--- config.mk ---
export PLATFORM = sky130hd
export DESIGN_NAME = capture_reader_of_verifla_flat
export DESIGN_NICKNAME = d
export VERILOG_FILES = /design/src/rtl/verifla_pkg.sv /design/src/rtl/capture_reader_of_verifla_if.sv /design/src/rtl/verifla_word_serializer.sv /design/src/rtl/capture_reader_of_verifla.sv /design/src/flat_wrapper.sv
export SDC_FILE = /design/constraint.sdc
export NUM_CORES = 1
export LEC_CHECK = 0
export ABC_AREA = 1
export BUFFER_PORTS_ARGS = -buffer_cell sky130_fd_sc_hd__buf_2
export CAP_MARGIN = 15
export CORE_ASPECT_RATIO = 1.25
export CORE_MARGIN = 5
export CORE_UTILIZATION = 30
export CTS_BUF_LIST = sky130_fd_sc_hd__clkbuf_4
export DETAILED_ROUTE_END_ITERATION = 16
export GPL_ROUTABILITY_DRIVEN = 1
export SETUP_SLACK_MARGIN = 0.3
export SLEW_MARGIN = 20
export SYNTH_ARGS = -nofsm -noshare
export SYNTH_HDL_FRONTEND = slang
export SYNTH_HIERARCHICAL = 1
export SYNTH_SLANG_ARGS = --single-unit
--- constraint.sdc ---
create_clock -name clk -period 1.4 [get_ports clk]
set_clock_uncertainty 0.05 [all_clocks]
set_input_delay 0.07 -clock clk [delete_from_list [all_inputs] [get_ports clk]]
set_output_delay 0.07 -clock clk [all_outputs]
set_load 0.02 [all_outputs]
--- src/rtl/verifla_pkg.sv ---
// verifla_pkg: capture sizes shared with the monitor, word-byte helper
// and readout states (ST_CKSUM only with VERIFLA_READOUT_CHECKSUM_EN).
package verifla_pkg;

   localparam int MEM_ADDRESS_BITS_DEF = 8;
   localparam int MEM_WORDLEN_BITS_DEF = 24;

   function automatic int word_bytes(input int bits);
      return (bits + 7) / 8;
   endfunction

   typedef enum logic [2:0] {
      ST_IDLE,
      ST_ACK,
      ST_RD_WAIT,
      ST_LOAD,
      ST_SEND,
`ifdef VERIFLA_READOUT_CHECKSUM_EN
      ST_CKSUM,
`endif
      ST_DONE
   } state_t;

endpackage

--- src/rtl/capture_reader_of_verifla_if.sv ---
// Readout bus: monitor handshake, capture memory port B and the
// byte stream towards the UART transmitter.
interface capture_reader_of_verifla_if
   import verifla_pkg::*;
#(
   parameter int MEM_ADDRESS_BITS = MEM_ADDRESS_BITS_DEF,
   parameter int MEM_WORDLEN_BITS = MEM_WORDLEN_BITS_DEF
);
   logic                        sc_run;
   logic                        ack_sc_run;
   logic                        sc_done;
   logic                        busy;
   logic [MEM_ADDRESS_BITS-1:0] mem_port_B_address;
   logic [MEM_WORDLEN_BITS-1:0] mem_port_B_dout;
   logic [7:0]                  tx_data;
   logic                        tx_valid;
   logic                        tx_ready;

   modport master (
      input  sc_run, mem_port_B_dout, tx_ready,
      output ack_sc_run, sc_done, busy,
      output mem_port_B_address, tx_data, tx_valid
   );

   modport slave (
      output sc_run, mem_port_B_dout, tx_ready,
      input  ack_sc_run, sc_done, busy,
      input  mem_port_B_address, tx_data, tx_valid
   );

endinterface

--- src/rtl/verifla_word_serializer.sv ---
// Shifts a loaded word out MSB byte first on a valid/ready stream;
// last_acc flags the handshake of the final byte.
module verifla_word_serializer #(
   parameter int WORD_BYTES = 3
) (
   input  logic                    clk,
   input  logic                    rst,
   input  logic                    load,
   input  logic [WORD_BYTES*8-1:0] word,
   input  logic [2:0]              last_idx,
   input  logic                    tx_ready,
   output logic [7:0]              tx_data,
   output logic                    tx_valid,
   output logic                    last_acc
);
   logic [WORD_BYTES*8-1:0] sr;
   logic [2:0]              cnt;
   logic                    vld;

   always_ff @(posedge clk) begin
      if (rst) begin
         sr  <= '0;
         cnt <= '0;
         vld <= 1'b0;
      end else if (load) begin
         sr  <= word;
         cnt <= last_idx;
         vld <= 1'b1;
      end else if (vld && tx_ready) begin
         if (cnt != 3'd0) begin
            sr  <= sr << 8;
            cnt <= cnt - 3'd1;
         end else begin
            vld <= 1'b0;
         end
      end
   end

   assign tx_data  = sr[WORD_BYTES*8-1 -: 8];
   assign tx_valid = vld;
   assign last_acc = vld && tx_ready && (cnt == 3'd0);

endmodule

--- src/rtl/capture_reader_of_verifla.sv ---
// Capture readout: walks memory from MEM_LAST_ADDR down to 0 and streams
// each word MSB byte first; VERIFLA_READOUT_CHECKSUM_EN appends an XOR byte.
module capture_reader_of_verifla
   import verifla_pkg::*;
#(
   parameter int MEM_ADDRESS_BITS = MEM_ADDRESS_BITS_DEF,
   parameter int MEM_WORDLEN_BITS = MEM_WORDLEN_BITS_DEF,
   parameter int MEM_LAST_ADDR    = 255,
   parameter int WORD_BYTES       = word_bytes(MEM_WORDLEN_BITS)
) (
   input logic                          clk,
   input logic                          rst,
   capture_reader_of_verifla_if.master bus
);
   localparam int WBITS = WORD_BYTES * 8;
   localparam logic [MEM_ADDRESS_BITS-1:0] LAST =
      MEM_ADDRESS_BITS'(MEM_LAST_ADDR);
   localparam logic [MEM_ADDRESS_BITS-1:0] ONE =
      MEM_ADDRESS_BITS'(1);

   state_t                      state_q, state_d;
   logic [MEM_ADDRESS_BITS-1:0] addr_q, addr_d;
   logic                        ack_q, ack_d;
   logic                        done_q, done_d;
   logic                        busy_q, busy_d;
   logic                        ser_load, ser_last, ser_valid;
   logic [WBITS-1:0]            ser_word;
   logic [2:0]                  ser_last_idx;
   logic [7:0]                  ser_data;
`ifdef VERIFLA_READOUT_CHECKSUM_EN
   logic [7:0]                  cksum_q, cksum_d;
`endif

   always_comb begin
      state_d      = state_q;
      addr_d       = addr_q;
      ser_load     = 1'b0;
      ser_word     = '0;
      ser_word[MEM_WORDLEN_BITS-1:0] = bus.mem_port_B_dout;
      ser_last_idx = 3'(WORD_BYTES - 1);
`ifdef VERIFLA_READOUT_CHECKSUM_EN
      cksum_d      = cksum_q;
`endif
      unique case (state_q)
         ST_IDLE:    if (bus.sc_run) state_d = ST_ACK;
         ST_ACK: begin
            addr_d  = LAST;
            state_d = ST_RD_WAIT;
`ifdef VERIFLA_READOUT_CHECKSUM_EN
            cksum_d = '0;
`endif
         end
         ST_RD_WAIT: state_d = ST_LOAD;
         ST_LOAD: begin
            ser_load = 1'b1;
            state_d  = ST_SEND;
         end
         ST_SEND: begin
`ifdef VERIFLA_READOUT_CHECKSUM_EN
            if (ser_valid && bus.tx_ready)
               cksum_d = cksum_q ^ ser_data;
`endif
            if (ser_last) begin
               if (addr_q == '0) begin
`ifdef VERIFLA_READOUT_CHECKSUM_EN
                  // checksum byte follows the last data byte directly
                  ser_load     = 1'b1;
                  ser_word     = '0;
                  ser_word[WBITS-1 -: 8] = cksum_q ^ ser_data;
                  ser_last_idx = 3'd0;
                  state_d      = ST_CKSUM;
`else
                  state_d = ST_DONE;
`endif
               end else begin
                  addr_d  = addr_q - ONE;
                  state_d = ST_RD_WAIT;
               end
            end
         end
`ifdef VERIFLA_READOUT_CHECKSUM_EN
         ST_CKSUM:   if (ser_last) state_d = ST_DONE;
`endif
         ST_DONE:    state_d = ST_IDLE;
         default:    state_d = ST_IDLE;
      endcase
      ack_d  = (state_d == ST_ACK);
      done_d = (state_d == ST_DONE);
      busy_d = (state_d != ST_IDLE);
   end

   always_ff @(posedge clk) begin
      if (rst) begin
         state_q <= ST_IDLE;
         addr_q  <= LAST;
         ack_q   <= 1'b0;
         done_q  <= 1'b0;
         busy_q  <= 1'b0;
      end else begin
         state_q <= state_d;
         addr_q  <= addr_d;
         ack_q   <= ack_d;
         done_q  <= done_d;
         busy_q  <= busy_d;
      end
   end

`ifdef VERIFLA_READOUT_CHECKSUM_EN
   always_ff @(posedge clk) begin
      if (rst) cksum_q <= '0;
      else     cksum_q <= cksum_d;
   end
`endif

   verifla_word_serializer #(
      .WORD_BYTES(WORD_BYTES)
   ) u_ser (
      .clk      (clk),
      .rst      (rst),
      .load     (ser_load),
      .word     (ser_word),
      .last_idx (ser_last_idx),
      .tx_ready (bus.tx_ready),
      .tx_data  (ser_data),
      .tx_valid (ser_valid),
      .last_acc (ser_last)
   );

   assign bus.ack_sc_run         = ack_q;
   assign bus.sc_done            = done_q;
   assign bus.busy               = busy_q;
   assign bus.mem_port_B_address = addr_q;
   assign bus.tx_data            = ser_data;
   assign bus.tx_valid           = ser_valid;

endmodule

--- src/flat_wrapper.sv ---
// flat-port wrapper written by rule: the top's interface ports become plain ports
module capture_reader_of_verifla_flat import verifla_pkg::*;
#(
   parameter int MEM_ADDRESS_BITS = MEM_ADDRESS_BITS_DEF,
   parameter int MEM_WORDLEN_BITS = MEM_WORDLEN_BITS_DEF,
   parameter int MEM_LAST_ADDR    = 255,
   parameter int WORD_BYTES       = word_bytes(MEM_WORDLEN_BITS)
)
  (clk, rst, bus_sc_run, bus_mem_port_B_dout, bus_tx_ready, bus_ack_sc_run, bus_sc_done, bus_busy, bus_mem_port_B_address, bus_tx_data, bus_tx_valid);
  capture_reader_of_verifla_if #(.MEM_ADDRESS_BITS(MEM_ADDRESS_BITS), .MEM_WORDLEN_BITS(MEM_WORDLEN_BITS)) bus_i ();
  input logic clk;
  input logic rst;
  input wire logic [$bits(bus_i.sc_run)-1:0] bus_sc_run;
  input wire logic [$bits(bus_i.mem_port_B_dout)-1:0] bus_mem_port_B_dout;
  input wire logic [$bits(bus_i.tx_ready)-1:0] bus_tx_ready;
  output wire logic [$bits(bus_i.ack_sc_run)-1:0] bus_ack_sc_run;
  output wire logic [$bits(bus_i.sc_done)-1:0] bus_sc_done;
  output wire logic [$bits(bus_i.busy)-1:0] bus_busy;
  output wire logic [$bits(bus_i.mem_port_B_address)-1:0] bus_mem_port_B_address;
  output wire logic [$bits(bus_i.tx_data)-1:0] bus_tx_data;
  output wire logic [$bits(bus_i.tx_valid)-1:0] bus_tx_valid;
  assign bus_i.sc_run = bus_sc_run;
  assign bus_i.mem_port_B_dout = bus_mem_port_B_dout;
  assign bus_i.tx_ready = bus_tx_ready;
  assign bus_ack_sc_run = bus_i.ack_sc_run;
  assign bus_sc_done = bus_i.sc_done;
  assign bus_busy = bus_i.busy;
  assign bus_mem_port_B_address = bus_i.mem_port_B_address;
  assign bus_tx_data = bus_i.tx_data;
  assign bus_tx_valid = bus_i.tx_valid;
  capture_reader_of_verifla #(.MEM_ADDRESS_BITS(MEM_ADDRESS_BITS), .MEM_WORDLEN_BITS(MEM_WORDLEN_BITS), .MEM_LAST_ADDR(MEM_LAST_ADDR), .WORD_BYTES(WORD_BYTES)) u_core (.clk(clk), .rst(rst), .bus(bus_i));
endmodule
==> results.py <==
metrics = {
    "critical_path": {
        "crit_buf_inv": 1,
        "endpoint_kind": "flop",
        "r2r_cells": 9,
        "crit_type": "flop to flop",
        "r2r_end": "u_core/bus.busy$_SDFF_PP0_",
        "critical_path.cell_chain": "inv_2 -> ha_4 -> nand2_4 -> nor2_4 -> or2_4 -> nand3_2 -> nand2_2 -> nand2_2 -> nand2_1",
        "regToRegSetupSlack_ps": -30,
        "critPathLaunchType": "flop",
        "crit_family": "simple AND/OR/NAND/NOR gates",
        "cp-startpoint": "u_core/u_ser/cnt[0]$_SDFFE_PP0P_",
        "path_common_cell": "nand2_2",
        "crit_slowest_cell": "dfxtp_2",
        "cp.arrival_ps": 1640,
        "crit_required_ps": 1610,
        "crit_path_max_incr_delay_ps": 370,
        "r2r-start": "u_core/u_ser/cnt[0]$_SDFFE_PP0P_",
        "path_max_fanout": 4,
    },
    "layout": {
        "layout-drive-gt1-share_pct": 40.09,
        "instances_no_fill": 521,
        "final_cell_mix": "93 x nand2_1, 42 x buf_2, 41 x nor2_1",
        "antenna_cells": 0,
        "final_common_cell": "nand2_1",
        "nNetsFinal": 459,
        "utilization_pct": 47.97,
        "fill_cells": 741,
        "area_growth_pct": 55.02,
    },
    "timing": {
        "setup_viol": 3,
        "fin_ws_ps": -32.34,
        "final.setup.tns_ps": -36.45,
        "holdWs_ps": 42.33,
        "maxSlewViolCount": 0,
        "timing.final.crit_period_ps": 1432,
        "fmax_mhz": 698.2,
        "hold_viol": 0,
        "layout_worst_path_cycle_share_pct": 102.3,
        "rsz0062_at_grt": "yes",
    },
    "global_routing": {
        "grt_use_total_pct": 13.56,
        "grt_pass1_wl_um": 10400,
        "antenna_found_initial": 0,
        "grt_pass1_vias": 2256,
        "grt_max_degree": 20,
        "grt-ovfl-total": 0,
    },
    "route": {
        "drtIter0Drc": 77,
        "drc": 0,
        "ant_nets": 0,
        "detail_route.wl_per_cell_um": 12.63,
        "drt_pass1_iterations": 6,
        "vias_per_cell": 4.583,
        "vias": 2388,
        "wirelength_um": 6580,
    },
    "yosys": {
        "synthDistinctLibCells": 30,
        "yosys_register_bits": 42,
        "ys_seq_area_share_pct": 36.50,
        "synth_area_mm2": 0.002303,
        "syn_avg_cell_area_um2": 6.795,
        "ys.warnings.count": 6,
        "synthCells": 339,
    },
    "placement": {
        "gp_congestion": 0.8122,
        "dp_cells": 467,
        "portBuffers": 47,
        "hpwl_um": 3913,
    },
    "die": {
        "die_x_um": 88.38,
        "initial_core_util_pct": 30.94,
        "row_count": 35,
        "ios": 48,
        "die_h_um": 108.0,
        "die_area_mm2": 0.009542,
        "core_area_mm2": 0.007445,
    },
    "power_and_ir_drop": {
        "ir_drop_mv": 0.5790,
        "powerDensity_mw_per_mm2": 784.2,
        "p_leak_nw": 1.685,
        "power.total_mw": 2.800,
    },
    "clock_network": {
        "cts_tree": "yes",
        "clock_latency_ps": 370,
        "cts_made_buffers": 5,
        "clock-sinks": 42,
        "clock_tree.buffer_depth": 2,
        "clk_pin_slew_worst_paths_ps": 150,
        "htreeDepth": 2,
        "cts_root_buffer": "clkbuf_4",
    },
    "status": {
        "violations": "negative setup slack",
        "outcome": "complete, but fails checks",
    },
    "min_path": {
        "min_path_type": "input port to flop",
        "hp-start": "rst",
        "whs_path_depth": 3,
        "hold_end": "u_core/u_ser/sr[5]$_SDFFE_PP0P_",
    },
    "run": {
        "maxCapViolCount": 0,
    },
}
worst min-delay path, delay by kind of cell:
family | cells | cell delay (ps)
buffers and inverters | 2 | 300
AOI/OAI and AO/OA | 1 | 40
registers in the layout, indices dropped and copies added (netlist names):
| signal | count |
|---|---|
| u_core/u_ser/sr | 24 |
| u_core/bus.mem_port_B_address | 8 |
| u_core/state_q | 3 |
| u_core/u_ser/cnt | 3 |
| u_core/bus.ack_sc_run | 1 |
| u_core/bus.busy | 1 |
| u_core/bus.sc_done | 1 |
| u_core/u_ser/tx_valid | 1 |
synth_stat cells:
master	instances	share of area, %
buf_4	11	3.6
or2_2	3	0.81
o21ai_0	3	0.65
nor2_1	47	7.7
nand2_4	1	0.49
buf_2	5	1.1
o31ai_2	1	0.54
nor3_4	1	0.71
o21ai_2	2	0.76
inv_1	19	3.1
and2_1	8	2.2
nand3_1	37	8.0
conb_1	2	0.33
inv_2	4	0.65
clkbuf_1	1	0.16
ha_1	3	1.6
dfxtp_1	42	37
nand2_1	105	17
o211ai_1	1	0.33
a31oi_1	1	0.27
nand3_2	1	0.43
nand2_2	8	2.2
nand3_4	1	0.76
o21ai_1	2	0.43
or2_1	1	0.27
nand3b_1	8	2.6
nor2_2	1	0.27
nand4_1	4	1.1
buf_6	7	3.4
a21oi_1	9	2.0
power breakdown:
group	switching (mW)	total (mW)	internal, mW
logic	0.329	0.648	0.320
clock network	0.452	0.840	0.388
registers	0.0518	1.31	1.26
total	0.833	2.80	1.97
what timing repair did:
| action | CTS | global route |
|---|---|---|
| pin swaps | 18 | 10 |
| endpoints found under the setup margin | 44 | 48 |
| buffers inserted | 18 | 4 |
| hold endpoints to repair | 17 | 0 |
| cloned | 5 | 2 |
| gates resized for setup | 47 | 24 |
| hold buffers | 17 | 0 |
cell type report:
type / count / area (um2) / area share, %
Timing Repair Buffer: 104 / 989.7 / 27.72
Inverter: 23 / 108.9 / 3.048
Multi-Input combinational cell: 252 / 1398 / 39.14
Clock buffer: 5 / 37.54 / 1.051
Tap cell: 92 / 115.1 / 3.224
Sequential cell: 42 / 873.3 / 24.46
Clock inverter: 3 / 48.80 / 1.367
worst max path at each step:
stage	endpoint	slack (ps)	depth (start not counted)
after detailed placement	u_core/bus.mem_port_B_address[2]$_SDFFE_PP1P_	40	8
after CTS	u_core/bus.busy$_SDFF_PP0_	20	9
after floorplan	u_core/u_ser/cnt[0]$_SDFFE_PP0P_	120	10
after global routing	u_core/bus.busy$_SDFF_PP0_	-80	9
after global placement	u_core/bus.mem_port_B_address[1]$_SDFFE_PP1P_	40	8
final	u_core/bus.busy$_SDFF_PP0_	-30	9
per-stage QoR:
step | cell area (um2) | worst slack, ps
finish | 3571 | -32.34
global placement | 2708 | 42.15
global route | 3571 | -78.72
floorplan | 2424 | 123.5
detailed placement | 2708 | 39.52
CTS | 3411 | 22.60
kinds of logic (layout without fill, tap and decap cells):
logic type	Yosys count	in the layout	share of synthesized area, %
other	2	3	0.3260
buffers and inverters	47	135	12.00
DFF	42	42	36.50
AOI/OAI and AO/OA	19	19	4.943
and+or+nand+nor	226	227	44.60
adders and majority gates	3	3	1.630
metal layers:
layer	routed length (um)	vias up	track usage [%]	share of wire, %
li1	-	1240	-	-
met1	2748	1101	15.61	42
met2	3462	39	24.65	53
met3	275	8	2.668	4.2
met4	94	0	4.428	1.4
met5	0	-	0	0
(Power assumes the default switching activity.)
